## src/rtl/bg_pkg.sv

```systemverilog
// Shared types and constants for the tile background generator.
package bg_pkg;

  // Pixel-to-colour latency with and without the cross-fade stage.
  localparam int unsigned BG_LAT_BASE = 2;
  localparam int unsigned BG_LAT_FADE = 3;

  typedef struct packed {
    logic [7:0] r;
    logic [7:0] g;
    logic [7:0] b;
  } rgb_t;

  localparam rgb_t COL_RED     = '{8'hFF, 8'h00, 8'h00};
  localparam rgb_t COL_BLUE    = '{8'h00, 8'h00, 8'hFF};
  localparam rgb_t COL_GREEN   = '{8'h00, 8'hFF, 8'h00};
  localparam rgb_t COL_YELLOW  = '{8'hFF, 8'hFF, 8'h00};
  localparam rgb_t COL_CYAN    = '{8'h00, 8'hFF, 8'hFF};
  localparam rgb_t COL_MAGENTA = '{8'hFF, 8'h00, 8'hFF};
  localparam rgb_t COL_WHITE   = '{8'hFF, 8'hFF, 8'hFF};
  localparam rgb_t COL_GREY    = '{8'h80, 8'h80, 8'h80};

  localparam int unsigned DEF_PAL_N = 8;

  localparam rgb_t DEFAULT_PAL [DEF_PAL_N] = '{
    COL_RED, COL_BLUE, COL_GREEN, COL_YELLOW,
    COL_CYAN, COL_MAGENTA, COL_WHITE, COL_GREY
  };

  // Default colour for palette entry i; the 8-colour set repeats for larger palettes.
  function automatic rgb_t default_colour(input int unsigned i);
    return DEFAULT_PAL[i % DEF_PAL_N];
  endfunction

endpackage

```

## src/rtl/bg_palette_ram.sv

```systemverilog
// Palette register file: one write port, one read port (two with BG_CROSSFADE_EN).
// Reads are combinational from the stored array, so a read in the write cycle
// returns the old entry.
module bg_palette_ram
  import bg_pkg::*;
#(
  parameter int unsigned PAL_LOG2 = 3
) (
  input  logic                clock,
  input  logic                reset,
  input  logic                we_i,
  input  logic [PAL_LOG2-1:0] waddr_i,
  input  rgb_t                wdata_i,
  input  logic [PAL_LOG2-1:0] raddr0_i,
  output rgb_t                rdata0_c
`ifdef BG_CROSSFADE_EN
  ,
  input  logic [PAL_LOG2-1:0] raddr1_i,
  output rgb_t                rdata1_c
`endif
);

  localparam int unsigned ENTRIES = 2 ** PAL_LOG2;

  rgb_t pal_q [ENTRIES];

  // Storage: reload defaults on reset, otherwise one entry per write strobe.
  always_ff @(posedge clock) begin
    if (reset) begin
      for (int unsigned i = 0; i < ENTRIES; i++) begin
        pal_q[i] <= default_colour(i);
      end
    end else if (we_i) begin
      pal_q[waddr_i] <= wdata_i;
    end
  end

  assign rdata0_c = pal_q[raddr0_i];
`ifdef BG_CROSSFADE_EN
  assign rdata1_c = pal_q[raddr1_i];
`endif

endmodule

```

## src/rtl/tile_background_generator.sv

```systemverilog
// Tiled background generator: maps screen tiles to a loadable palette and
// rotates the palette index once per frame after each timer step.
// Optional feature macro: BG_CROSSFADE_EN (blend towards the next colour, latency 3).
module tile_background_generator
  import bg_pkg::*;
#(
  parameter int unsigned CYCLES_PER_STEP = 25_000_000,
  parameter int unsigned TILE_W_LOG2     = 8,
  parameter int unsigned TILE_H_LOG2     = 8,
  parameter int unsigned TILES_X_LOG2    = 2,
  parameter int unsigned PAL_LOG2        = 3
) (
  input  logic                clock,
  input  logic                reset,
  input  logic [9:0]          xOrd,
  input  logic [9:0]          yOrd,
  input  logic                visible,
  input  logic                frameStart,
  input  logic                enable,
  input  logic                direction,
  input  logic                palWrite,
  input  logic [PAL_LOG2-1:0] palAddr,
  input  logic [23:0]         palData,
  output logic [7:0]          red,
  output logic [7:0]          green,
  output logic [7:0]          blue,
  output logic                pixelValid
);

`ifdef BG_CROSSFADE_EN
  localparam int unsigned LATENCY = BG_LAT_FADE;
`else
  localparam int unsigned LATENCY = BG_LAT_BASE;
`endif

  localparam int unsigned CNT_W  = (CYCLES_PER_STEP > 1) ? $clog2(CYCLES_PER_STEP) : 1;
  localparam logic [CNT_W-1:0] CNT_TC = CNT_W'(CYCLES_PER_STEP - 1);

  // Timer / rotation state
  logic [CNT_W-1:0]    cnt_q, cnt_d;
  logic                pend_q, pend_d;
  logic [PAL_LOG2-1:0] rot_q, rot_d;
  logic                wrap_c;

  // Pipeline state
  logic [PAL_LOG2-1:0] idx1_q, idx1_d;
  logic [LATENCY-1:0]  vis_q, vis_d;
  rgb_t                out_q, out_d;
  logic [9:0]          tile_sum_c;
  rgb_t                rd0_c;

`ifdef BG_CROSSFADE_EN
  localparam int unsigned STEP_DIV = CYCLES_PER_STEP / 8;

  logic                dir1_q, dir1_d;
  logic [2:0]          alpha_q, alpha_d;
  rgb_t                c0_q, c0_d, c1_q, c1_d;
  rgb_t                rd1_c;
  logic [PAL_LOG2-1:0] nbr_addr_c;

  // c0 + (((c1 - c0) * alpha) >>> 3) on one 8-bit channel.
  function automatic logic [7:0] blend_ch(input logic [7:0] c0, input logic [7:0] c1,
                                          input logic [2:0] a);
    logic signed [8:0]  diff;
    logic signed [12:0] d13;
    logic signed [12:0] a13;
    logic signed [12:0] prod;
    logic signed [12:0] sum;
    diff = $signed({1'b0, c1}) - $signed({1'b0, c0});
    d13  = 13'(diff);
    a13  = 13'($signed({1'b0, a}));
    prod = d13 * a13;
    sum  = 13'($signed({1'b0, c0})) + (prod >>> 3);
    return 8'(sum);
  endfunction

  assign nbr_addr_c = dir1_q ? (idx1_q - PAL_LOG2'(1)) : (idx1_q + PAL_LOG2'(1));
`endif

  bg_palette_ram #(
    .PAL_LOG2 (PAL_LOG2)
  ) u_pal (
    .clock    (clock),
    .reset    (reset),
    .we_i     (palWrite),
    .waddr_i  (palAddr),
    .wdata_i  (rgb_t'(palData)),
    .raddr0_i (idx1_q),
    .rdata0_c (rd0_c)
`ifdef BG_CROSSFADE_EN
    ,
    .raddr1_i (nbr_addr_c),
    .rdata1_c (rd1_c)
`endif
  );

  // Step timer and frame-synchronous rotation update.
  always_comb begin
    cnt_d  = cnt_q;
    pend_d = pend_q;
    rot_d  = rot_q;
    wrap_c = 1'b0;
    if (enable) begin
      if (cnt_q == CNT_TC) begin
        cnt_d  = '0;
        wrap_c = 1'b1;
      end else begin
        cnt_d = cnt_q + CNT_W'(1);
      end
    end
    pend_d = pend_q | wrap_c;
    if (frameStart && pend_d) begin
      rot_d  = direction ? (rot_q - PAL_LOG2'(1)) : (rot_q + PAL_LOG2'(1));
      pend_d = 1'b0;
    end
  end

  assign tile_sum_c = (xOrd >> TILE_W_LOG2)
                    + ((yOrd >> TILE_H_LOG2) << TILES_X_LOG2)
                    + 10'(rot_q);

  // Pixel pipeline: tile index, palette lookup, optional blend, blanking.
  always_comb begin
    idx1_d = PAL_LOG2'(tile_sum_c);
    vis_d  = {vis_q[LATENCY-2:0], visible};
`ifdef BG_CROSSFADE_EN
    dir1_d  = direction;
    c0_d    = rd0_c;
    c1_d    = rd1_c;
    alpha_d = frameStart ? 3'(cnt_q / CNT_W'(STEP_DIV)) : alpha_q;
    out_d   = '0;
    if (vis_q[1]) begin
      out_d.r = blend_ch(c0_q.r, c1_q.r, alpha_q);
      out_d.g = blend_ch(c0_q.g, c1_q.g, alpha_q);
      out_d.b = blend_ch(c0_q.b, c1_q.b, alpha_q);
    end
`else
    out_d = vis_q[0] ? rd0_c : '0;
`endif
  end

  // All state registers with synchronous reset.
  always_ff @(posedge clock) begin
    if (reset) begin
      cnt_q   <= '0;
      pend_q  <= 1'b0;
      rot_q   <= '0;
      idx1_q  <= '0;
      vis_q   <= '0;
      out_q   <= '0;
`ifdef BG_CROSSFADE_EN
      dir1_q  <= 1'b0;
      alpha_q <= '0;
      c0_q    <= '0;
      c1_q    <= '0;
`endif
    end else begin
      cnt_q   <= cnt_d;
      pend_q  <= pend_d;
      rot_q   <= rot_d;
      idx1_q  <= idx1_d;
      vis_q   <= vis_d;
      out_q   <= out_d;
`ifdef BG_CROSSFADE_EN
      dir1_q  <= dir1_d;
      alpha_q <= alpha_d;
      c0_q    <= c0_d;
      c1_q    <= c1_d;
`endif
    end
  end

  assign red        = out_q.r;
  assign green      = out_q.g;
  assign blue       = out_q.b;
  assign pixelValid = vis_q[LATENCY-1];

endmodule

```

## config.mk

```make
export PLATFORM = sky130hd
export DESIGN_NAME = tile_background_generator
export DESIGN_NICKNAME = d
export VERILOG_FILES = /design/src/rtl/bg_pkg.sv /design/src/rtl/bg_palette_ram.sv /design/src/rtl/tile_background_generator.sv
export SDC_FILE = /design/constraint.sdc
export NUM_CORES = 1
export LEC_CHECK = 0
export CAP_MARGIN = 20
export CELL_PAD_IN_SITES_DETAIL_PLACEMENT = 1
export CELL_PAD_IN_SITES_GLOBAL_PLACEMENT = 1
export CORE_AREA = 8 8 157 174
export CTS_CLUSTER_SIZE = 25
export DETAILED_ROUTE_END_ITERATION = 7
export DIE_AREA = 0 0 165 182
export PLACE_DENSITY_LB_ADDON = 0.1
export SYNTH_ARGS = -nofsm -noshare
export SYNTH_HDL_FRONTEND = slang
export SYNTH_SLANG_ARGS = --single-unit
export TNS_END_PERCENT = 20
```

## constraint.sdc

```tcl
create_clock -name clock -period 5.5 [get_ports clock]
set_clock_uncertainty 0.2 [all_clocks]
set_input_delay 1.1 -clock clock [delete_from_list [all_inputs] [get_ports clock]]
set_output_delay 1.1 -clock clock [all_outputs]
set_load 0.03 [all_outputs]
```

Yosys cells after proc, flatten, opt, wreduce, memory -nomap -nowiden
Memories as Yosys holds them, arrays and structs flattened. A register that Yosys moved wholly into a read port is not among the register bits.
Cells that the tools add are included.
- register bits after elaboration: 34
- RAM bits: 192
- logic and storage cells: 30
- memories kept: 1
- memory list (name ; words ; bits a word ; rd ports ; clocked after Yosys merged registers in ; wr ports ; RTL line ; source):
    u_pal.pal_q ; 8 ; 24 ; 1 ; 1 ; 8 ; bg_palette_ram.sv:25 ; rgb_t pal_q [ENTRIES];
- add/subtract/negate cells: 5
- eq/ne operators: 1
- mux-type cells: 12
- bitwise logic cells: 2
- reductions and logical operators: 4
- operators by type and width (kind ; count):
    adder 25 x 1 -> 25 bit, second input constant ; 1
    equality test 25 bit, second input constant ; 1
    2-to-1 mux 25 bit ; 1
    2-to-1 mux 24 bit ; 1
    OR reduction 24 bit ; 1
    2-to-1 mux 1 bit ; 8
    2-to-1 mux 3 bit ; 2
    OR reduction 2 bit ; 2
    adder 2 x 3 -> 3 bit ; 1
    adder 3 x 1 -> 3 bit, second input constant ; 1
    adder 3 bit ; 1
    subtractor 3 x 1 -> 3 bit, second input constant ; 1
    logical AND 1 bit ; 1
    NOT 1 bit ; 1
    bitwise OR 1 bit ; 1

Longest topological paths before layout
Gate-level depths: netlist (run 1).
- depth after elaboration: 6
- depth in mapped cells: 7
- depth with buffers taken out: 6

Modules after synthesis
Synthesis (run 1) repeated with hierarchy kept, for this count alone.
- cell total of the unflattened synthesis: 758
- area total of the unflattened synthesis: 10920.5 um^2
- modules (own cells, without submodules) (module ; times used ; cells an instance ; area an instance (um^2) ; seq. area each (um^2)):
    bg_palette_ram ; 1 ; 527 ; 8689.6 ; 5765.5
    tile_background_generator ; 1 ; 231 ; 2230.9 ; 1161.1

Worst setup path after synthesis (run 1)
Ideal clock, no wire load.
- path kind: input to register
- start: input reset
- end: memory u_pal.pal_q[6][0] in the netlist's numbering, enable pin
- library setup time: 410 ps
- data arrival time: 2796 ps
- required time: 4890 ps
- slack: 2094 ps
- cell stages on the path: 4
- path buffers: 2
- cell sequence: nand3b_1 > clkbuf_1 > clkbuf_1 > o21bai_1
- RTL lines (what ; RTL line ; source):
    start: declaration ; tile_background_generator.sv:14 ; input logic reset,
    end: declaration ; bg_palette_ram.sv:25 ;

==> out/qor_table.md, run 1 <==
| Step | Quantity | This run |
|---|---|---|
| run status | Run status | completed |
| yosys | Number of enable-type register cells in the synthesized netlist | 192 |
| routing | Remaining number of nets flagged by the antenna check after routing | 0 |
| finish | Ant diodes | 0 |
| worst setup path | Logic depth of the worst register-to-register path | 5 |
| sta | Total negative setup slack | 0 ns |
| yosys | Cell count after synthesis | 742 |
| global route | Antenna violations before repair | 0 |
| clock network | Worst-case clock buffer depth | 3 |
| yosys | Total standard cell area after synthesis | 0.0108 mm2 |
| worst setup path | Largest fanout of any net on the critical path | 24 |
| yosys | Yosys warns | 0 |
| finish | Relative area change from synthesis to final layout | 17.0% |
| die | Vertical die dimension | 182 um |
| worst setup path | R2R setup slack | 3.31 ns |
| finish | Commonest non-fill, non-tap cells in the layout | sky130_fd_sc_hd__edfxtp_1 (192), sky130_fd_sc_hd__and2_1 (95), sky130_fd_sc_hd__or3_1 (79) |
| global route | Via count of the first global-routing pass | 7248 |
| global route | Met2 routing resource usage after global routing | 34.1% |
| sta | Count of final setup violators | 0 |
| min path | Worst min-delay path endpoint | pend_q |
| pwr | Highest ir drop seen on vdd | 0.207 mV |
| sta | Final clock period utilization by the worst path | 65.9% |
| yosys | Post-synth net total | 800 |
| sta | Maximum clock rate | 0.276 GHz |
| finish | Final #Nets | 859 |
| routing | WL final | 27.3 mm |
| routing | Iteration-0 DRC count of the detailed router | 339 |
| worst setup path | Startpoint of the worst-slack reg-to-reg timing path | cnt_q[0] |
| routing | Via-to-Cell Ratio | 5.64 |
| clock network | Quantity of gates resized following cts | 0 |
| yosys | Top_reg_cell synth | sky130_fd_sc_hd__edfxtp_1 |
| clock network | Clock tree root buffer cell | sky130_fd_sc_hd__clkbuf_16 |
| placement | Sum of net half-perimeters after detailed placement | 15.7 mm |
| die | Total number of placement rows | 60 |
| worst setup path | End of the worst register-to-register path | cnt_q[24] |
| worst setup path | Category of the most critical setup path | primary input to flip-flop |
| worst setup path | Kind of end point of the critical path | flip-flop |
| routing | Routed wirelength normalized by instance count | 24.1 um |
| min path | Count of cells along the worst hold path | 1 |
| sta | Slew headroom | 37.8% |
| die | I/O pin total | 79 |
| pwr | Power per unit of standard cell area | 337 mW/mm2 |
| global route | Met3 Resource Use GR | 2.92% |
| job | Max cap viols | 0 |
| routing | Number of detailed-route iterations in the first pass | 4 |
| clock network | Deepest level of the CTS H-tree | 1 |
| yosys | Sequential share of the synthesized area | 64.1% |
| global route | Largest net degree at the start of global routing | 49 |
| die | Core region area | 0.0242 mm2 |
| worst setup path | Worst path required time | 5.45 ns |
| finish | Share of cells above drive strength 1 | 16.5% |
| finish | Commonest non-fill, non-tap cell in the layout | sky130_fd_sc_hd__edfxtp_1 |
| pwr | Lkg Pwr | 4.19 nW |
| placement | Global placement routability congestion | 0.743 |
| routing | Total via count in the routed design | 6388 |
| clock network | Source-to-sink clock delay at the later pin of the worst-skew pair | 0.53 ns |
| clock network | Clock transition at path regs | 0.06 ns |
| routing | DRC violation count after routing | 0 |
| sta | Hold Fails Final Rpt | 0 |
| sta | Clock period minus worst slack | 3.62 ns |
| global route | First-pass GRT wire length | 42.6 mm |
| worst setup path | Highest cell delay on the worst timing path | 0.75 ns |
| clock network | CTS Hold Buffers Added | 0 |
| yosys | Yosys cell types | 47 |
| global route | Global-route met1 utilization | 21.9% |
| pwr | Power after layout | 4.26 mW |
| clock network | Clk sinks | 250 |
| clock network | Clock tree from TritonCTS | built |
| placement | Count of buffers from port buffering | 61 |
| yosys | Share of synthesized registers carrying an async set or reset | 0% |
| min path | Hold WC Path Type | flip-flop to flip-flop |
| sta | Worst-Margin Slew | 0.933 ns |
| worst setup path | CP Launch Type | primary input |
| sta | Setup repair after global routing missed its margin | false |
| worst setup path | Cell-by-cell listing of the critical path | clkdlybuf4s50_1, or3b_1, buf_4, nor3_2, or2_2 |
| worst setup path | CP max stage cell | sky130_fd_sc_hd__or3b_1 |
| yosys | Number of synthesized register bits | 250 |
| clock network | TritonCTS Buffers | 27 |
| worst setup path | Arrival time of the worst setup path | 3.58 ns |
| die | Initial cell density of the core | 44.6% |
| global route | Sum of overflow across all layers after global routing | 0 |
| clock network | Buffers inserted during post-CTS setup optimization | 0 |
| yosys | Mean area per synthesized cell | 14.6 um2 |
| min path | Worst hold start | pend_q |
| global route | Gr busiest metal | met2 |
| global route | Overall fraction of global-route tracks in use | 18.5% |
| die | Die Area | 0.0300 mm2 |
| sta | Final count of pins violating max slew | 0 |
| die | Die width | 165 um |
==> metrics by stage <==
| step | setup slack, ns | util (%) | cell area (um2) | std cells | hold slack, ns |
|---|---|---|---|---|---|
| 3_5_place_dp | 1.29 | 48.4 | 11700 | 1080 | 0.280 |
| 5_1_grt | 1.79 | 52.2 | 12600 | 1132 | 0.326 |
| 6_report | 1.88 | 52.2 | 12600 | 1132 | 0.289 |
| 2_1_floorplan | 2.09 | - | 10800 | 742 | 0.247 |
| 4_1_cts | 1.84 | 52.0 | 12600 | 1130 | 0.294 |
| 3_3_place_gp | 1.36 | 48.4 | 11700 | 1080 | 0.259 |
==> cell usage after synthesis, drive strengths merged, types with 3 or more instances <==
cell type | n | area, um2
dfxtp | 58 | 1160
nor2 | 54 | 203
and4 | 4 | 37.5
clkbuf | 33 | 124
inv | 9 | 33.8
o21ai | 3 | 15.0
nand2b | 28 | 175
nand3 | 7 | 35.0
nand4 | 10 | 92.6
o31ai | 8 | 60.1
mux2i | 25 | 250
and2 | 96 | 602
or2 | 8 | 50.1
xor2 | 8 | 70.1
or4 | 8 | 71.3
nand2 | 6 | 22.5
edfxtp | 192 | 5770
a21oi | 11 | 66.3
mux4 | 48 | 1080
or3 | 79 | 494
xnor2 | 8 | 70.1
buf | 16 | 108
o21bai | 3 | 26.3
==> worst max path at each step <==
stage | endpoint | startpoint
final | u_pal.pal_q[0][16] | reset
after global routing | u_pal.pal_q[5][6] | reset
after CTS | u_pal.pal_q[0][15] | reset
after detailed placement | u_pal.pal_q[5][3] | reset
after global placement | u_pal.pal_q[5][21] | reset
after floorplan | u_pal.pal_q[6][0] | reset
==> registers in the layout, summed over array words and instances, names as in the netlist <==
signal / count
idx1_q: 3
green: 8
red: 8
vis_q: 2
u_pal.pal_q: 192
blue: 8
rot_q: 3
cnt_q: 25
pend_q: 1
==> final cells by class <==
cell class | instances | area, um2
fill | 2369 | 11600
timing repair buffer | 79 | 786
sequential | 250 | 6930
clock inverter | 11 | 111
inverter | 9 | 33.8
tap | 310 | 388
clock buffer | 39 | 771
multi-input combinational | 434 | 3630
==> logic make-up (layout without fill, tap and decap cells) <==
family	after synthesis	after routing	synth area share (%)
multiplexers	75	75	12.5
AND/OR/NAND/NOR	311	311	17.3
XOR/XNOR	16	16	1.30
flip-flops	250	250	64.1
adder cells (fa/ha/maj)	4	4	0.602
buffers and inverters	58	138	2.45
AO/OA/AOI/OAI	28	28	1.78
==> per-layer routing <==
| metal | vias up | wire [um] |
|---|---|---|
| met1 | 3347 | 10900 |
| met4 | 0 | 499 |
| met5 | - | 0 |
| met3 | 33 | 1250 |
| li1 | 2886 | - |
| met2 | 122 | 14700 |
==> worst max-delay path: cells and delay by family <==
kind,cells,cell delay (ns)
simple gates,3,1.57
buf+inv,2,0.88
==> where the power goes <==
part,internal [mW],switching (mW),leakage [nW],total (mW)
registers,2.13,0.0303,2.35,2.16
clock network,1.07,0.729,0.437,1.79
logic,0.134,0.173,1.40,0.307
total,3.33,0.932,4.19,4.26
No activity file was read; power rests on OpenSTA's default activity.
==> inputs of run 2 (changes only) <==
==> constraint.sdc (replaced) <==
create_clock -name clock -period 3.4 [get_ports clock]
set_clock_uncertainty 0.2 [all_clocks]
set_input_delay 0.68 -clock clock [delete_from_list [all_inputs] [get_ports clock]]
set_output_delay 0.68 -clock clock [all_outputs]
set_load 0.03 [all_outputs]
==> run 2 against run 1 <==
Sequential share of layout area is 0.29 points lower. Total power is 61% higher. Hold slack better by 0.0065 ns. Combinational power is 63% higher. Global-route usage is 0.24 points higher. Core utilization is 0.27 points higher. Clock power is 59% higher. Via count is 0.33% higher. Clock-buffer cell count is 3 lower. First-iteration DRC count is 14% higher. Largest cell class unchanged. Highest routed layer unchanged.
==> out/qor_table.md, run 2 (synthesized netlist as in run 1, its figures left out) <==
| Step | Quantity | This run | Delta |
|---|---|---|---|
| global route | First-pass GRT wire length | 42.8 mm | was 42.6 mm |
| worst setup path | Buffers plus inverters on the worst setup path | 2 | unchanged |
| clock network | Clock transition at path regs | 0.06 ns | about the same |
| die | Total number of placement rows | 60 | unchanged |
| routing | Routed wirelength normalized by instance count | 24.1 um | about the same |
| worst setup path | R2R setup slack | 1.17 ns | was 3.31 ns |
| worst setup path | Category of the most critical setup path | primary input to flip-flop | unchanged |
| finish | Commonest non-fill, non-tap cells in the layout | sky130_fd_sc_hd__edfxtp_1 (192), sky130_fd_sc_hd__and2_1 (95), sky130_fd_sc_hd__or3_1 (79) | unchanged |
| routing | Number of detailed-route iterations in the first pass | 4 | unchanged |
| sta | Total negative setup slack | 0 ns | unchanged |
| sta | Final clock period utilization by the worst path | 73.0% |  |
| pwr | Highest ir drop seen on vdd | 0.333 mV | was 0.207 mV |
| die | Core region area | 0.0242 mm2 | unchanged |
| clock network | Deepest level of the CTS H-tree | 1 | unchanged |
| clock network | Worst-case clock buffer depth | 3 | unchanged |
| routing | Via-to-Cell Ratio | 5.59 | was 5.64 |
| global route | Sum of overflow across all layers after global routing | 0 | unchanged |
| routing | DRC violation count after routing | 0 | unchanged |
| clock network | Buffers inserted during post-CTS setup optimization | 0 | unchanged |
| worst setup path | CP top delay family | simple AND/OR/NAND/NOR gates | unchanged |
| finish | Commonest non-fill, non-tap cell in the layout | sky130_fd_sc_hd__edfxtp_1 | unchanged |
| clock network | Quantity of gates resized following cts | 0 | unchanged |
| pwr | Lkg Pwr | 4.24 nW | was 4.19 nW |
| sta | Count of final setup violators | 0 | unchanged |
| worst setup path | Largest fanout of any net on the critical path | 16 | was 24 |
| routing | Remaining number of nets flagged by the antenna check after routing | 0 | unchanged |
| global route | Overall fraction of global-route tracks in use | 18.8% | was 18.5% |
| clock network | Clock tree from TritonCTS | built | unchanged |
| worst setup path | Worst path required time | 3.43 ns | was 5.45 ns |
| routing | WL final | 27.6 mm | was 27.3 mm |
| pwr | Power per unit of standard cell area | 539 mW/mm2 | was 337 mW/mm2 |
| die | I/O pin total | 79 | unchanged |
| worst setup path | CP max stage cell | sky130_fd_sc_hd__clkdlybuf4s50_1 | was sky130_fd_sc_hd__or3b_1 |
| global route | Largest net degree at the start of global routing | 34 | was 49 |
| sta | Maximum clock rate | 0.403 GHz |  |
| worst setup path | CP Launch Type | primary input | unchanged |
| placement | Global placement routability congestion | 0.780 | was 0.743 |
| min path | Hold WC Path Type | flip-flop to flip-flop | unchanged |
| die | Die width | 165 um | unchanged |
| finish | Top flop regs | u_pal.pal_q (192), cnt_q (25) | unchanged |
| finish | Relative area change from synthesis to final layout | 17.6% | was 17.0% |
| placement | DP Worst Slack | 0.365 ns | was 1.29 ns |
| routing | Total via count in the routed design | 6409 | was 6388 |
| sta | Slew headroom | 42.2% | was 37.8% |
| worst setup path | Kind of end point of the critical path | flip-flop | unchanged |
| clock network | Source-to-sink clock delay at the later pin of the worst-skew pair | 0.53 ns | about the same |
| pwr | Power after layout | 6.85 mW | was 4.26 mW |
| clock network | TritonCTS Buffers | 27 | unchanged |
| worst setup path | Arrival time of the worst setup path | 2.52 ns | was 3.58 ns |
| sta | Setup repair after global routing missed its margin | false | unchanged |
| sta | Final count of pins violating max slew | 0 | unchanged |
| finish | Ant diodes | 0 | unchanged |
| global route | Met2 routing resource usage after global routing | 34.4% | was 34.1% |
| clock network | Clk sinks | 250 | unchanged |
| worst setup path | Highest cell delay on the worst timing path | 0.54 ns | was 0.75 ns |
| sta | Hold Fails Final Rpt | 0 | unchanged |
| sta | Worst setup margin | 0.917 ns | was 1.88 ns |
| global route | Antenna violations before repair | 0 | unchanged |
| sta | Clock period minus worst slack | 2.48 ns |  |
| finish | Largest reg by FF count | u_pal.pal_q | unchanged |
| placement | Count of buffers from port buffering | 61 | unchanged |
| global route | Global-route met1 utilization | 22.2% | was 21.9% |
| finish | Total of fill cells in the finished design | 2348 | was 2369 |
| die | Initial cell density of the core | 44.6% | unchanged |
| die | Vertical die dimension | 182 um | unchanged |
| global route | Gr busiest metal | met2 | unchanged |
| finish | Number of flip-flops in the largest register | 192 | unchanged |
| job | Max cap viols | 0 | unchanged |
| global route | Met3 Resource Use GR | 2.56% | was 2.92% |
| placement | Sum of net half-perimeters after detailed placement | 16.9 mm | was 15.7 mm |
| worst setup path | Cell-by-cell listing of the critical path | clkdlybuf4s50_1, or3b_1, nor2_1, or2_2, buf_12 | was clkdlybuf4s50_1, or3b_1, buf_4, nor3_2, or2_2 |
| clock network | CTS Hold Buffers Added | 0 | unchanged |
| clock network | Clock tree root buffer cell | sky130_fd_sc_hd__clkbuf_16 | unchanged |
| sta | Worst-Margin Slew | 0.867 ns | was 0.933 ns |
| run status | Run status | completed | unchanged |
| finish | Share of cells above drive strength 1 | 17.7% | was 16.5% |
| routing | Iteration-0 DRC count of the detailed router | 385 | was 339 |
| global route | Via count of the first global-routing pass | 7316 | was 7248 |
| finish | Final #Nets | 875 | was 859 |
| die | Die Area | 0.0300 mm2 | unchanged |
## run 2: worst paths after layout
check                start                 end  cells after the start
setup reg to reg  cnt_q[0]           cnt_q[24]                      5
hold reg to reg     pend_q              pend_q                      1
setup / recovery  palWrite  u_pal.pal_q[3][15]                      5
hold / removal      pend_q              pend_q                      1
## run 2: metal layers
metal | share of wire (%) | wire length (um) | vias up
li1 | - | - | 2910
met1 | 39 | 10800 | 3347
met2 | 55 | 15100 | 115
met3 | 4.3 | 1190 | 37
met4 | 1.9 | 534 | 0
met5 | 0 | 0 | -
## run 2: layout make-up
type                       instances  area, um2  area share (%)
clock inverter                    13        114           0.895
clock buffer                      36        729            5.74
tap                              310        388            3.05
multi-input combinational        434       3630            28.5
sequential                       250       6930            54.5
inverter                           9       33.8           0.266
timing repair buffer              95        891            7.01
## run 2: report_power, final
group / leakage (nW) / internal [mW] / switching, mW / total, mW
sequential: 2.35 / 3.45 / 0.0610 / 3.51
clock: 0.416 / 1.65 / 1.19 / 2.84
combinational: 1.47 / 0.227 / 0.272 / 0.499
total: 4.24 / 5.33 / 1.52 / 6.85
## run 2: worst reg2reg max path: stages, from the launching register on
cell                      delay [ns]
sky130_fd_sc_hd__dfxtp_1        0.37
sky130_fd_sc_hd__ha_1           0.18
sky130_fd_sc_hd__and4_1         0.47
sky130_fd_sc_hd__nand4_4        0.27
sky130_fd_sc_hd__or4_1          0.54
sky130_fd_sc_hd__a21oi_1        0.15
## run 2: stage by stage
step	instance area [um2]	hold WS [ns]	instances	utilization, %
2_1_floorplan	10800	0.247	742	-
3_3_place_gp	11900	0.256	1098	49.0
3_5_place_dp	11900	0.283	1098	49.0
4_1_cts	12700	0.298	1147	52.4
5_1_grt	12700	0.324	1147	52.4
6_report	12700	0.295	1147	52.4
==> inputs of run 3 (changes only) <==
--- a/config.mk
+++ b/config.mk
@@ -8,10 +8,10 @@
 export CAP_MARGIN = 20
 export CELL_PAD_IN_SITES_DETAIL_PLACEMENT = 1
 export CELL_PAD_IN_SITES_GLOBAL_PLACEMENT = 1
-export CORE_AREA = 8 8 157 174
+export CORE_AREA = 8 8 159 176
 export CTS_CLUSTER_SIZE = 25
 export DETAILED_ROUTE_END_ITERATION = 7
-export DIE_AREA = 0 0 165 182
+export DIE_AREA = 0 0 167 184
 export PLACE_DENSITY_LB_ADDON = 0.1
 export SYNTH_ARGS = -nofsm -noshare
 export SYNTH_HDL_FRONTEND = slang
==> constraint.sdc (replaced) <==
create_clock -name clock -period 2.2 [get_ports clock]
set_clock_uncertainty 0.2 [all_clocks]
set_input_delay 0.44 -clock clock [delete_from_list [all_inputs] [get_ports clock]]
set_output_delay 0.44 -clock clock [all_outputs]
set_load 0.03 [all_outputs]
==> run 3 against run 2 <==
Sequential cell count unchanged. Design area increased by 4.8%. Combinational power rose by 77%. Core utilization increased by 0.95 points. Via count increased by 0.62%. Non-clock buffer count rose by 42. Final cell count grew 4.2%.
==> out/qor_table.md, run 3 (synthesized netlist as in run 1, its figures left out) <==
| Step | Quantity | This run | Delta |
|---|---|---|---|
| pwr | Lkg Pwr | 4.57 nW | was 4.24 nW |
| worst setup path | Category of the most critical setup path | flip-flop to primary output | was primary input to flip-flop |
| sta | Maximum clock rate | 0.467 GHz |  |
| global route | Largest net degree at the start of global routing | 25 | was 34 |
| sta | Worst-Margin Slew | 0.633 ns | was 0.867 ns |
| sta | Final count of pins violating max slew | 0 | unchanged |
| clock network | Clock transition at path regs | 0.06 ns | about the same |
| clock network | CTS Hold Buffers Added | 0 | unchanged |
| sta | Final clock period utilization by the worst path | 97.4% |  |
| job | Max cap viols | 0 | unchanged |
| sta | Clock period minus worst slack | 2.14 ns |  |
| finish | Post-layout utilization of the core | 53.4% | was 52.4% |
| pwr | Highest ir drop seen on vdd | 0.515 mV | was 0.333 mV |
| global route | Via count of the first global-routing pass | 7421 | was 7316 |
| clock network | Deepest level of the CTS H-tree | 1 | unchanged |
| routing | WL final | 27.6 mm | about the same |
| placement | Sum of net half-perimeters after detailed placement | 18.3 mm | was 16.9 mm |
| finish | Number of flip-flops in the largest register | 192 | unchanged |
| die | Die width | 167 um | was 165 um |
| sta | Slew headroom | 57.8% | was 42.2% |
| routing | Remaining number of nets flagged by the antenna check after routing | 0 | unchanged |
| worst setup path | Cell-by-cell listing of the critical path | clkdlybuf4s50_1 | was clkdlybuf4s50_1, or3b_1, nor2_1, or2_2, buf_12 |
| finish | Final #Nets | 917 | was 875 |
| sta | Hold Fails Final Rpt | 0 | unchanged |
| placement | Global placement routability congestion | 0.771 | was 0.780 |
| routing | DRC violation count after routing | 0 | unchanged |
| pwr | Switching power share of the total | 22.0% | was 22.2% |
| min path | Hold WC Path Type | primary input to flip-flop | was flip-flop to flip-flop |
| global route | Antenna violations before repair | 0 | unchanged |
| clock network | Worst-case clock buffer depth | 3 | unchanged |
| pwr | Sequential Power Share | 50.6% | was 51.2% |
| pwr | Total net switching power | 2.36 mW | was 1.52 mW |
| routing | Routed wirelength normalized by instance count | 23.1 um | was 24.1 um |
| clock network | Clock tree root buffer cell | sky130_fd_sc_hd__clkbuf_16 | unchanged |
| sta | Count of final setup violators | 0 | unchanged |
| routing | Iteration-0 DRC count of the detailed router | 316 | was 385 |
| sta | Setup repair after global routing missed its margin | false | unchanged |
| pwr | Share of power burned in the clock network | 41.1% | was 41.5% |
| global route | First-pass GRT wire length | 43.2 mm | was 42.8 mm |
| finish | Relative area change from synthesis to final layout | 23.2% | was 17.6% |
| routing | Total via count in the routed design | 6449 | was 6409 |
| die | Total number of placement rows | 61 | was 60 |
| placement | Count of buffers from port buffering | 61 | unchanged |
| pwr | Internal Pwr Total | 8.36 mW | was 5.33 mW |
| global route | Sum of overflow across all layers after global routing | 0 | unchanged |
| routing | Via-to-Cell Ratio | 5.40 | was 5.59 |
| die | Vertical die dimension | 184 um | was 182 um |
| run status | Run status | completed | unchanged |
| placement | Dpl cells | 1142 | was 1098 |
| worst setup path | Largest fanout of any net on the critical path | 1 | was 16 |
| worst setup path | CP Launch Type | flip-flop | was primary input |
| pwr | Power per unit of standard cell area | 804 mW/mm2 | was 539 mW/mm2 |
| global route | Overall fraction of global-route tracks in use | 18.2% | was 18.8% |
| pwr | Power after layout | 10.7 mW | was 6.85 mW |
| pwr | Combinational share of power | 8.2% | was 7.3% |
| finish | Filler-free cell count of the finished design | 1195 | was 1147 |
| clock network | Clock tree from TritonCTS | built | unchanged |
| finish | Share of cells above drive strength 1 | 22.0% | was 17.7% |
| worst setup path | Worst path required time | 1.56 ns | was 3.43 ns |
| finish | Commonest non-fill, non-tap cells in the layout | sky130_fd_sc_hd__edfxtp_1 (192), sky130_fd_sc_hd__and2_1 (95), sky130_fd_sc_hd__or3_1 (79) | unchanged |
| die | Core region area | 0.0250 mm2 | was 0.0242 mm2 |
| worst setup path | R2R setup slack | 0.25 ns | was 1.17 ns |
| clock network | Source-to-sink clock delay at the later pin of the worst-skew pair | 0.52 ns | was 0.53 ns |
| finish | Commonest non-fill, non-tap cell in the layout | sky130_fd_sc_hd__edfxtp_1 | unchanged |
| clock network | Clk sinks | 250 | unchanged |
| routing | Number of detailed-route iterations in the first pass | 4 | unchanged |
| worst setup path | Arrival time of the worst setup path | 1.50 ns | was 2.52 ns |
| worst setup path | Highest cell delay on the worst timing path | 0.66 ns | was 0.54 ns |
| die | Die Area | 0.0307 mm2 | was 0.0300 mm2 |
| worst setup path | CP max stage cell | sky130_fd_sc_hd__clkdlybuf4s50_1 | unchanged |
| die | Initial cell density of the core | 43.3% | was 44.6% |
| finish | Top flop regs | u_pal.pal_q (192), cnt_q (25) | unchanged |
| finish | Largest reg by FF count | u_pal.pal_q | unchanged |
| worst setup path | Buffers plus inverters on the worst setup path | 1 | was 2 |
| worst setup path | Kind of end point of the critical path | primary output | was flip-flop |
| worst setup path | CP top delay family | buffers and inverters | was simple AND/OR/NAND/NOR gates |
| die | I/O pin total | 79 | unchanged |
| clock network | TritonCTS Buffers | 27 | unchanged |
[run 3: changes by cell type in the layout (fill, tap and decap cells not counted), moves of 2 or more]
cell and change:
sky130_fd_sc_hd__buf_12 +20, sky130_fd_sc_hd__buf_4 +22, sky130_fd_sc_hd__clkdlybuf4s50_1 -2, sky130_fd_sc_hd__dlymetal6s2s_1 +2
[run 3: power by group through the flow]
stage               Sequential (mW)  Combinational [mW]  Clock [mW]
finish                         5.42               0.883        4.41
global route                   5.45               0.948        4.68
floorplan                      5.50               0.423           0
global placement               5.51               0.872           0
detailed placement             5.53               0.896           0
CTS                            5.43               0.903        4.51
[run 3: per-layer routing]
| layer | vias to the layer above | share of wire, % | global-route usage [%] |
|---|---|---|---|
| met4 | 0 | 1.3 | 4.51 |
| met1 | 3307 | 42 | 22.3 |
| met2 | 108 | 53 | 33.5 |
| met5 | - | 0 | 0 |
| li1 | 3006 | - | - |
| met3 | 28 | 3.9 | 2.60 |
[run 3: through the flow]
stage               setup slack [ns]  hold slack, ns  setup TNS (ns)  area (um2)
floorplan                    -0.0263           0.247          -0.630       10800
global placement              -0.772           0.257         -218.31       12400
detailed placement            -0.794           0.284         -230.73       12400
CTS                          0.00504           0.260               0       13300
global route                0.000254           0.296               0       13300
finish                        0.0573           0.297               0       13300
[run 3: worst paths after layout]
| path | from | end | cells after the start |
|---|---|---|---|
| hold / removal | visible | vis_q[0] | 2 |
| setup reg to reg | cnt_q[0] | cnt_q[24] | 6 |
| setup / recovery | blue[3] | blue[3] | 1 |
| hold reg to reg | pend_q | pend_q | 1 |
[run 3: final cells by class]
cell class | count | area, um2
diodes | 1 | 2.50
clock buffers | 37 | 743
clock inverters | 12 | 110
fillers | 2406 | 11600
inverters | 9 | 33.8
multi-input cells | 434 | 3650
flip-flops and latches | 250 | 6930
well taps | 315 | 394
repair buffers | 137 | 1460
[run 3: what timing repair did]
| item | 4_1_cts | 5_1_grt |
|---|---|---|
| gates resized for setup | 1 | 2 |
| setup endpoints to repair | 255 | 2 |
| pin swaps | 0 | 0 |
| buffers inserted | 3 | 0 |
